[config.mk]
export PLATFORM = sky130hd
export DESIGN_NAME = nf_chi_compress
export DESIGN_NICKNAME = d
export VERILOG_FILES = /design/src/rtl/nf_chi_pkg.sv /design/src/rtl/nf_share_compress.sv /design/src/rtl/nf_chi_compress.sv
export SDC_FILE = /design/constraint.sdc
export NUM_CORES = 1
export LEC_CHECK = 0
export BUFFER_PORTS_ARGS = -buffer_cell sky130_fd_sc_hd__buf_4
export CAP_MARGIN = 15
export CELL_PAD_IN_SITES_DETAIL_PLACEMENT = 0
export CELL_PAD_IN_SITES_GLOBAL_PLACEMENT = 1
export CORE_ASPECT_RATIO = 0.75
export CORE_MARGIN = 2
export CORE_UTILIZATION = 40
export DETAILED_ROUTE_END_ITERATION = 7
export PLACE_DENSITY_LB_ADDON = 0.1
export SKIP_CTS_REPAIR_TIMING = 1
export SLEW_MARGIN = 40
export SYNTH_ARGS = -nofsm -noshare
export SYNTH_HDL_FRONTEND = slang
export SYNTH_HIERARCHICAL = 1
export SYNTH_SLANG_ARGS = --single-unit
[constraint.sdc]
create_clock -name clk -period 1.5 [get_ports clk]
set_input_delay 0.15 -clock clk [delete_from_list [all_inputs] [get_ports clk]]
set_output_delay 0.15 -clock clk [all_outputs]
set_load 0.01 [all_outputs]
[src/rtl/nf_chi_pkg.sv]
// Shared constants, types and the component index map for the masked chi row
// compressor.
package nf_chi_pkg;

  localparam int unsigned N_SHARES       = 3;
  localparam int unsigned ROW_W          = 5;
  localparam int unsigned COMP_PER_SHARE = 3;
  localparam int unsigned N_COMP         = ROW_W * N_SHARES * COMP_PER_SHARE;

  // One row worth of output shares; index [s-1][g]
  typedef logic [N_SHARES-1:0][ROW_W-1:0] shares_t;

  // Position of component k of share s (1-based) for output bit g
  function automatic int unsigned comp_idx(input int unsigned g,
                                           input int unsigned s,
                                           input int unsigned k);
    return g * (N_SHARES * COMP_PER_SHARE) + (s - 1) * COMP_PER_SHARE + k;
  endfunction

endpackage

[src/rtl/nf_share_compress.sv]
// Purely combinational 45->15 XOR compressor: each output share bit is the
// XOR of its three coordinate-function components.
module nf_share_compress
  import nf_chi_pkg::*;
(
  input  logic [N_COMP-1:0] comp,
  output shares_t           shares
);

  for (genvar g = 0; g < ROW_W; g++) begin : g_bit
    for (genvar s = 0; s < N_SHARES; s++) begin : g_share
      assign shares[s][g] = ^comp[comp_idx(g, s + 1, 0) +: COMP_PER_SHARE];
    end
  end

endmodule

[src/rtl/nf_chi_compress.sv]
// Receiving end of the null-fresh masked chi row datapath. Stage 1 registers
// the 45 component bits as a glitch barrier; stage 2 holds the compressed
// shares and the end-of-pass tag.
// Optional: define NF_CHI_UNMASK_DEBUG_EN to add the dbg_plain port
// (unmasked row, simulation only; never build leakage netlists with it).
module nf_chi_compress
  import nf_chi_pkg::*;
#(
  parameter int unsigned NUM_ROWS = 320,
  parameter int unsigned CNT_W    = 9
) (
  input  logic              clk,
  input  logic              rst,
  input  logic              in_valid,
  output logic              in_ready,
  input  logic [N_COMP-1:0] comp,
  output logic              out_valid,
  input  logic              out_ready,
  output logic [ROW_W-1:0]  share1,
  output logic [ROW_W-1:0]  share2,
  output logic [ROW_W-1:0]  share3,
  output logic              out_last
`ifdef NF_CHI_UNMASK_DEBUG_EN
  ,
  output logic [ROW_W-1:0]  dbg_plain
`endif
);

  logic [N_COMP-1:0] c1;
  logic              v1;
  logic              last1;
  logic [CNT_W-1:0]  cnt;
  logic              cnt_at_last;
  shares_t           sh_c;
  shares_t           sh2;
  logic              v2;
  logic              last2;
  logic              load1;
  logic              load2;

  assign in_ready    = !v1 || !v2 || out_ready;
  assign load2       = v1 && (!v2 || out_ready);
  assign load1       = in_valid && in_ready;
  assign cnt_at_last = (cnt == CNT_W'(NUM_ROWS - 1));

  // Stage 1: glitch barrier for the raw components plus the row tag
  always_ff @(posedge clk) begin
    if (rst) begin
      v1    <= 1'b0;
      c1    <= '0;
      last1 <= 1'b0;
    end else begin
      if (load1) begin
        c1    <= comp;
        last1 <= cnt_at_last;
      end
      if (load1)      v1 <= 1'b1;
      else if (load2) v1 <= 1'b0;
    end
  end

  // Row counter framing one state pass; advances on every stage-1 load
  always_ff @(posedge clk) begin
    if (rst) begin
      cnt <= '0;
    end else if (load1) begin
      cnt <= cnt_at_last ? '0 : cnt + CNT_W'(1);
    end
  end

  // Compression reads only the stage-1 register
  nf_share_compress u_compress (
    .comp   (c1),
    .shares (sh_c)
  );

  // Stage 2: compressed shares and tag, drive the outputs directly
  always_ff @(posedge clk) begin
    if (rst) begin
      v2    <= 1'b0;
      sh2   <= '0;
      last2 <= 1'b0;
    end else if (load2) begin
      v2    <= 1'b1;
      sh2   <= sh_c;
      last2 <= last1;
    end else if (out_ready) begin
      v2    <= 1'b0;
    end
  end

  assign out_valid = v2;
  assign share1    = sh2[0];
  assign share2    = sh2[1];
  assign share3    = sh2[2];
  assign out_last  = last2;

`ifdef NF_CHI_UNMASK_DEBUG_EN
  assign dbg_plain = sh2[0] ^ sh2[1] ^ sh2[2];
`endif

endmodule

== After elaboration in Yosys (flattened, before gate mapping) ==
Index checks and enable logic that the tools add are counted.
Widths: inputs -> output; s select.

* Bits in registers: 73
* Input bits: 49
* Output and inout bits: 18
* Logic and storage cells: 40

* Add/subtract/negate cells: 1
* Equal/unequal tests: 1
* Multiplexer cells: 5
* Reductions and logical operators: 24

{| class="wikitable"
|+ Operators with widths
! operator !! number
|-
| $reduce_xor 3->1 || 15
|-
| $add 9x1->9 const B || 1
|-
| $eq 9x9->1 const B || 1
|-
| $mux 9 || 1
|-
| $mux 1 || 4
|-
| $reduce_bool 2->1 || 2
|-
| $logic_or 1x1->1 || 3
|-
| $logic_and 1x1->1 || 2
|-
| $logic_not 1->1 || 2
|}

== Logic depth before layout (Yosys ltp) ==
Gate-level depths: netlist of run 1.

* Depth in word-level cells: 5
* Gate-level depth with buffers: 8
* Mapped depth without buffers: 5

== By module ==
Netlist of run 1, hierarchy kept.

{| class="wikitable"
|+ Modules (own cells, without submodules)
! module !! times used !! cells each !! area an instance (um^2) !! seq. area each (um^2)
|-
| nf_chi_compress || 1 || 327 || 2657.5 || 1461.4
|-
| nf_share_compress || 1 || 15 || 356.6 || 0.0
|}

== Least setup slack after synthesis of run 1 ==
No wires, ideal clock.

* Path type: register -> register
* Start: reg v2, in the netlist out_valid
* End: reg c1[41]
* Library setup time: 0.132 ns
* Data arrival time: 1.214 ns
* Required time: 1.368 ns
* Slack: 0.154 ns
* Stages on the path, launching flop included: 9
* Buffers on the path: 3
* Clock period less this slack: 1.346 ns
* Path through: dfxtp_1 > and3b_1 > buf_6 > inv_4 > and2_4 > buf_6 > buf_6 > nand2_1 > a21oi_1

* Longest elaborated chain between the ends: 4

{| class="wikitable"
|+ RTL lines
! what !! RTL line !! text
|-
| from (decl) || nf_chi_compress.sv:36 || <nowiki>logic v2;</nowiki>
|-
| from (signal assigned) || nf_chi_compress.sv:80 || <nowiki>v2 <= 1'b0;</nowiki>
|-
| from (signal assigned) || nf_chi_compress.sv:84 || <nowiki>v2 <= 1'b1;</nowiki>
|-
| from (signal assigned) || nf_chi_compress.sv:88 || <nowiki>v2 <= 1'b0;</nowiki>
|-
| $logic_not 1->1 || nf_chi_compress.sv:41 || <nowiki>assign in_ready = !v1 || !v2 || out_ready;</nowiki>
|-
| $logic_or 1x1->1 (2 in a row) || nf_chi_compress.sv:41 ||
|-
| net in_ready || nf_chi_compress.sv:15 || <nowiki>output logic in_ready,</nowiki>
|-
| $logic_and 1x1->1 || nf_chi_compress.sv:43 || <nowiki>assign load1 = in_valid && in_ready;</nowiki>
|-
| to (signal assigned) || nf_chi_compress.sv:54 || <nowiki>c1 <= comp;</nowiki>
|-
| to (decl) || nf_chi_compress.sv:29 || <nowiki>logic [N_COMP-1:0] c1;</nowiki>
|}

The timed path passes the listed nets, and every way through them passes these cells.
A chain may end at the register's enable or synchronous reset.

== Final worst setup path of run 1 ==
* Start: reg v1
* End: reg c1[42]

* Longest elaborated chain between the ends: 4

{| class="wikitable"
|+ RTL lines
! what !! RTL line !! text
|-
| from (decl) || nf_chi_compress.sv:30 || <nowiki>logic v1;</nowiki>
|-
| from (signal assigned) || nf_chi_compress.sv:49 || <nowiki>v1 <= 1'b0;</nowiki>
|-
| from (signal assigned) || nf_chi_compress.sv:57 || <nowiki>if (load1) v1 <= 1'b1;</nowiki>
|-
| from (signal assigned) || nf_chi_compress.sv:58 || <nowiki>else if (load2) v1 <= 1'b0;</nowiki>
|-
| $logic_not 1->1 || nf_chi_compress.sv:41 ||
|-
| $logic_or 1x1->1 (2 in a row) || nf_chi_compress.sv:41 ||
|-
| $logic_and 1x1->1 || nf_chi_compress.sv:43 ||
|}

Every way passes these cells.

==> reports/qor.log, run 1 <==
[outcome] status finished clean
[drt] number of DRC violations after detailed-routing iteration 0 49
[place] count of port buffers added during placement 66
[min_path] worst min-delay path class input pin to flip-flop
[drt] remaining antenna violation count 0
[clock_network] CTS tree built
[clock_network] maximum level of the CTS H-tree 3
[clock_network] count of clock tree sinks 73
[final_layout] footprint of the multi-input gates 0.001425 mm²
[pwr] maximum ir drop on the vdd rail 0.0005262 V
[floorplan] Std-Cell Rows 27
[sta] time the worst path needs with I/O delays and setup 1347 ps
[final_layout] post-route non-filler standard cell count 514
[pwr] switching share of power 0.2203
[yosys] distinct cell type count of the synthesized netlist 29
[sta] Setup-failing EPs final 0
[drt] final wirelength 6676 µm
[sta] Relative slew margins 0.7255
[sta] Clock Skew 6.628 ps
[place] Post-Place Cells 497
[final_layout] Sequential cell area 0.001461 mm²
[sta] Period Utilization, post-route 0.8979
[floorplan] initial standard-cell utilization of the core 0.4112
[clock_network] clock-pin slew on the worst setup and hold paths 80 ps
[drt] Detailed Routing Iterations Pass 1 4
[global_route] maximum number of pins on one net before global-route repair 48
[setup_path] nature of the critical path endpoint flip-flop
[floorplan] height of the die 79.18 µm
[place] detailed-placement wirelength estimate 4190 µm
[pwr] Pwr per Cell Area 1190 mW/mm²
[yosys] Post-Syn Area 0.003014 mm²
[yosys] post-synthesis sequential element count 73
[drt] average vias per placed instance 4.615
[clock_network] number of buffers created by CTS 9
[pwr] part of the total power dissipated in combinational logic 0.113
[pwr] Internal Power 3.571 mW
[yosys] sequential cell area fraction in the yosys report 0.4848
[pwr] Net Sw Power 1.009 mW
[global_route] vias in the first global route 2,227
[final_layout] # fillers 719
[final_layout] post-synthesis to final-layout area growth 27.69%
[sta] setup ws final 153.1 ps
[yosys] Post-Syn Instances 342
[place] worst-case setup slack after placement 19.68 ps
[yosys] Mapped Nets 392
[floorplan] die area 0.008253 mm²
[setup_path] arrival time at the worst endpoint 1620 ps
[global_route] initial antenna violation count 0
[sta] worst-margin pin slew 411.8 ps
[setup_path] CP required 1770 ps
[final_layout] layout cell share with drive strength beyond 1 0.2397
[final_layout] NumNets Final 458
[sta] fin. max-slew vios 0
[global_route] GRT Util Overall 0.1633
[global_route] wire length of the first global-routing pass 10,510 µm
[pwr] part of the power in registers 0.457
[yosys] syn avg cell area 8.813 µm²
[pwr] clock network fraction of total power 0.430
[sta] post-route worst hold slack 39.61 ps
[pwr] P_leak 1.636 nW
[drt] detail-routed net length per standard cell 12.99 µm
[setup_path] kind of critical path flip-flop to flip-flop
[floorplan] core box area 0.007331 mm²
[clock_network] library cell used as clock root buffer clkbuf_8
[final_layout] Antenna diodes 0
[clock_network] Max Buffers Root-to-Sink 2
[clock_network] worst-skew pair later-pin latency 350 ps
[global_route] total global routing overflow 0
[floorplan] number of top-level pins 67
[pwr] post-route total power 4.580 mW
[drt] Post-route DRC 0
[floorplan] horizontal die dimension 104.2 µm
[sta] setup tns final 0 ps
[drt] via count 2,372
[yosys] count of synthesis-stage warnings from yosys 6
[setup_path] startpoint type of the worst setup path flip-flop
[sta] Fmax 742.5 MHz
[setup_path] maximum fanout encountered on the critical timing path 21
[sta] Fin. Hold Viols 0
[job] maxcap violations 0
[place] final estimated routing congestion in global placement 0.7710
[sta] RSZ-0062 raised after global routing false
[cells by family after synthesis]
family,after synthesis,synth area share
buf+inv,23,0.04566
xor+xnor,22,0.1386
simple gates,157,0.2138
flops,73,0.4848
fa+ha+maj,1,0.004150
compound gates,66,0.1129
[final cells by class]
type	instances	area share
multi-input combinational	247	0.3703
inverter	2	0.002601
sequential	73	0.3797
clock inverter	4	0.02536
tap	101	0.03283
timing repair buffer	75	0.1463
clock buffer	12	0.04291
[worst paths after layout]
kind	start	endpoint	slack [ps]	cells past startpoint
setup / recovery	v1$_SDFFE_PP0P_	c1[42]$_SDFFE_PP0P_	150	6
hold / removal	comp[14]	c1[14]$_SDFFE_PP0P_	40	3
setup reg to reg	v1$_SDFFE_PP0P_	c1[42]$_SDFFE_PP0P_	150	6
hold reg to reg	share1[4]$_SDFFE_PP0P_	share1[4]$_SDFFE_PP0P_	460	2
[power by group through the flow]
stage                     logic, mW  clock network, mW  registers, mW
after global routing          0.574               2.12           2.11
after CTS                     0.519               2.03           2.09
after detailed placement      0.519                  0           2.14
final                         0.517               1.97           2.09
after global placement        0.515                  0           2.14
after floorplan               0.319                  0           2.14
[registers in the layout, summed over array words and instances (netlist names)]
| register | count |
|---|---|
| last1 | 1 |
| cnt | 9 |
| share1 | 5 |
| out_last | 1 |
| share3 | 5 |
| v1 | 1 |
| c1 | 45 |
| out_valid | 1 |
| share2 | 5 |
[placed cells by master (no fill, tap or decap), types with 2 or more instances in the layout]
master,instances
a21oi_1,64
and2_4,2
and3_1,2
buf_4,75
bufinv_16,3
clkbuf_8,12
dfxtp_1,73
nand2_1,128
nand3_1,3
nand4_1,3
nor2_1,10
nor3_1,2
xnor2_1,4
xor2_1,3
xor3_1,15
[per-stage QoR]
step,utilization,area [µm²]
floorplan,-,3014
global placement,0.4878,3576
detailed placement,0.4878,3576
CTS,0.5236,3839
global route,0.5250,3849
finish,0.5250,3849
[critical path, cell delays in order (launching register included)]
cell	delay [ps]
dfxtp_1	360
and3b_1	230
inv_4	80
nand2_2	120
buf_4	260
nand2_1	80
a21oi_1	150
[cell usage after synthesis]
| cell | count | area, µm² |
|---|---|---|
| and3b_1 | 1 | 8.760 |
| a21oi_2 | 1 | 8.760 |
| nand2_2 | 1 | 6.260 |
| buf_2 | 6 | 30.03 |
| nand2b_1 | 1 | 6.260 |
| or2_1 | 1 | 6.260 |
| and3_1 | 2 | 12.51 |
| xor2_1 | 3 | 26.28 |
| xnor2_1 | 4 | 35.03 |
| nor2_1 | 10 | 37.54 |
| inv_1 | 1 | 3.750 |
| nand4_1 | 3 | 18.77 |
| o21bai_2 | 1 | 11.26 |
| buf_4 | 1 | 7.510 |
| nand3_1 | 3 | 15.01 |
| inv_4 | 1 | 6.260 |
| and2_4 | 1 | 8.760 |
| nand2_1 | 128 | 480.5 |
| xor3_1 | 15 | 356.6 |
| and4bb_2 | 1 | 12.51 |
| nor3b_1 | 1 | 7.510 |
| clkbuf_1 | 9 | 33.78 |
| and2_1 | 1 | 6.260 |
| nand3b_1 | 1 | 7.510 |
| ha_1 | 1 | 12.51 |
| buf_6 | 5 | 56.30 |
| a21oi_1 | 64 | 320.3 |
| dfxtp_1 | 73 | 1461 |
| nor3_1 | 2 | 10.01 |
[routing by layer]
metal	wire length, µm	GRT usage	vias to the layer above
met5	0	0	-
met1	3173	0.2051	1081
met4	44	0.05676	0
li1	-	-	1245
met3	325	0.06486	4
met2	3133	0.2572	42
Power figures use the tool's default switching activity.
==> run 2: changes to the inputs <==
--- a/config.mk
+++ b/config.mk
@@ -5,7 +5,7 @@
 export SDC_FILE = /design/constraint.sdc
 export NUM_CORES = 1
 export LEC_CHECK = 0
-export BUFFER_PORTS_ARGS = -buffer_cell sky130_fd_sc_hd__buf_4
+export BUFFER_PORTS_ARGS = -buffer_cell sky130_fd_sc_hd__clkbuf_2
 export CAP_MARGIN = 15
 export CELL_PAD_IN_SITES_DETAIL_PLACEMENT = 0
 export CELL_PAD_IN_SITES_GLOBAL_PLACEMENT = 1
==> constraint.sdc (replaced) <==
create_clock -name clk -period 1.5 [get_ports clk]
set_input_delay 0.15 -clock clk [delete_from_list [all_inputs] [get_ports clk]]
set_output_delay 0.15 -clock clk [all_outputs]
set_load 0.005 [all_outputs]
==> run 2 against run 1 <==
Setup slack lost 2.1 ps. Sequential share of layout area grew 2.1 points. Flip-flop and latch count is the same. Hold slack lost 19 ps. Core utilization shrank 2.8 points. Final cell count shrank 0.39%. Largest cell class unchanged. Clock skew shrank 1.8 ps. Clock-buffer cell count grew 3. Design area shrank 5.3%. Die area is the same. Fmax shrank 0.15%.
==> reports/qor.log, run 2 (synthesis results as in run 1) <==
[outcome] status finished clean
[floorplan] die area 0.008253 mm² [unchanged]
[drt] Detailed Routing Iterations Pass 1 4 [unchanged]
[sta] setup tns final 0 ps [unchanged]
[sta] Clock Skew 4.812 ps [-1.816 ps]
[min_path] worst hold path stage count 3 [unchanged]
[final_layout] NumNets Final 456 [-0.44%]
[sta] fin. max-slew vios 0 [unchanged]
[pwr] clock network fraction of total power 0.399 [-0.031]
[place] Post-Place Cells 495 [-0.40%]
[global_route] total global routing overflow 0 [unchanged]
[drt] number of DRC violations after detailed-routing iteration 0 57 [+16%]
[clock_network] number of buffers created by CTS 9 [unchanged]
[drt] remaining antenna violation count 0 [unchanged]
[global_route] routing usage on met1 0.1985 [-0.006680]
[clock_network] maximum level of the CTS H-tree 3 [unchanged]
[job] maxcap violations 0 [unchanged]
[pwr] P_leak 1.572 nW [-3.9%]
[setup_path] startpoint type of the worst setup path flip-flop
[final_layout] flip-flop count of the largest register after layout 45 [unchanged]
[final_layout] Antenna diodes 0 [unchanged]
[floorplan] number of top-level pins 67 [unchanged]
[setup_path] depth of the worst register-to-register path 6 [unchanged]
[final_layout] leading cell type in the layout, fill and taps excluded nand2_1
[clock_network] clock-pin slew on the worst setup and hold paths 70 ps [about the same]
[drt] Post-route DRC 0 [unchanged]
[global_route] GRT Util Overall 0.1632 [about the same]
[floorplan] horizontal die dimension 104.2 µm [unchanged]
[global_route] met3 usage 0.05419 [-0.01067]
[floorplan] height of the die 79.18 µm [unchanged]
[drt] final wirelength 6665 µm [-0.16%]
[place] count of port buffers added during placement 66 [unchanged]
[sta] Setup-failing EPs final 0 [unchanged]
[final_layout] most flop-heavy register c1
[final_layout] layout cell share with drive strength beyond 1 0.2336 [-0.006133]
[sta] Relative slew margins 0.7376 [+0.01211]
[final_layout] post-route non-filler standard cell count 512 [-0.39%]
[final_layout] commonest non-fill, non-tap cells in the layout nand2_1 (128), dfxtp_1 (73), clkbuf_2 (66)
[global_route] wire length of the first global-routing pass 10,580 µm [+0.72%]
[setup_path] kind of critical path flip-flop to flip-flop
[sta] Fmax 741.3 MHz [-0.15%]
[pwr] Pwr per Cell Area 1168 mW/mm² [-1.9%]
[sta] Fin. Hold Viols 0 [unchanged]
[global_route] busiest grt layer met2
[clock_network] CTS tree built
[final_layout] largest registers in the final layout c1 (45), cnt (9)
[floorplan] core box area 0.007331 mm² [unchanged]
[pwr] part of the power in registers 0.492 [+0.035]
[global_route] initial antenna violation count 0 [unchanged]
[min_path] worst min-delay path class input pin to flip-flop
[setup_path] arrival time at the worst endpoint 1620 ps [about the same]
[place] detailed-placement wirelength estimate 4174 µm [-0.37%]
[sta] worst-margin pin slew 393.6 ps [-18.16 ps]
[pwr] Internal Power 3.283 mW [-8.1%]
[final_layout] footprint of the multi-input gates 0.001425 mm² [unchanged]
[sta] Period Utilization, post-route 0.8993 [+0.001372]
[clock_network] library cell used as clock root buffer clkbuf_8
[global_route] met2 capacity usage during global routing 0.2671 [+0.009868]
[clock_network] worst-skew pair later-pin latency 340 ps [about the same]
[setup_path] CP required 1770 ps [about the same]
[setup_path] nature of the critical path endpoint flip-flop
[final_layout] Sequential cell area 0.001461 mm² [unchanged]
[place] final estimated routing congestion in global placement 0.7490 [-2.9%]
[global_route] vias in the first global route 2,305 [+3.5%]
[drt] detail-routed net length per standard cell 13.02 µm [+0.23%]
[setup_path] maximum fanout encountered on the critical timing path 39 [+86%]
[pwr] part of the total power dissipated in combinational logic 0.109 [-0.004]
[pwr] Net Sw Power 0.9727 mW [-3.6%]
[final_layout] # fillers 747 [+3.9%]
[final_layout] post-synthesis to final-layout area growth 20.92%
[clock_network] count of clock tree sinks 73 [unchanged]
[floorplan] initial standard-cell utilization of the core 0.4112 [unchanged]
[sta] RSZ-0062 raised after global routing false
[drt] via count 2,405 [+1.4%]
[floorplan] Std-Cell Rows 27 [unchanged]
[clock_network] Max Buffers Root-to-Sink 2 [unchanged]
[global_route] maximum number of pins on one net before global-route repair 48 [unchanged]
[sta] time the worst path needs with I/O delays and setup 1349 ps [+2.058 ps]
[drt] average vias per placed instance 4.697 [+1.8%]
[pwr] maximum ir drop on the vdd rail 0.0004876 V [-7.3%]
[pwr] switching share of power 0.2286 [+0.008303]
## run 2: routing by layer
metal / wire length (µm) / vias up
li1: - / 1243
met1: 3206 / 1104
met2: 3013 / 47
met3: 347 / 11
met4: 99 / 0
met5: 0 / -
## run 2: worst paths after layout
kind                               to  slack [ps]                 from
hold / removal    c1[14]$_SDFFE_PP0P_          20             comp[14]
setup reg to reg  c1[30]$_SDFFE_PP0P_         150      v1$_SDFFE_PP0P_
hold reg to reg   c1[34]$_SDFFE_PP0P_         460  c1[34]$_SDFFE_PP0P_
setup / recovery  c1[30]$_SDFFE_PP0P_         150      v1$_SDFFE_PP0P_
## run 2: power groups by stage
stage	combinational, mW	clock (mW)	sequential (mW)
after floorplan	0.319	0	2.13
after global placement	0.460	0	2.14
after detailed placement	0.464	0	2.14
after CTS	0.465	1.75	2.10
after global routing	0.520	1.83	2.11
final	0.463	1.70	2.09
## run 2: area by class of cell
class,count,share of cell area
multi-input cells,247,0.3910
clock inverters,1,0.008239
flip-flops and latches,73,0.4010
well taps,101,0.03467
clock buffers,15,0.05390
inverters,2,0.002746
repair buffers,73,0.1085
## run 2: metrics by stage
step	setup WS (ps)	instance area, µm²	total power [mW]	utilization	hold slack (ps)
3_5_place_dp	24.24	3408	2.605	0.4649	377.5
3_3_place_gp	60.78	3408	2.598	0.4649	375.3
5_1_grt	23.66	3645	4.454	0.4972	4.120
6_report	151.1	3645	4.255	0.4972	20.27
4_1_cts	6.805	3635	4.306	0.4958	2.324
2_1_floorplan	200.8	3014	2.449	-	270.7
## run 2: critical path, cell delays in order, from the launching register on
cell     delay [ps]
dfxtp_1         360
and3b_1         230
inv_4            70
nand2_2         150
buf_12          230
nand2_1          80
a21oi_1         150
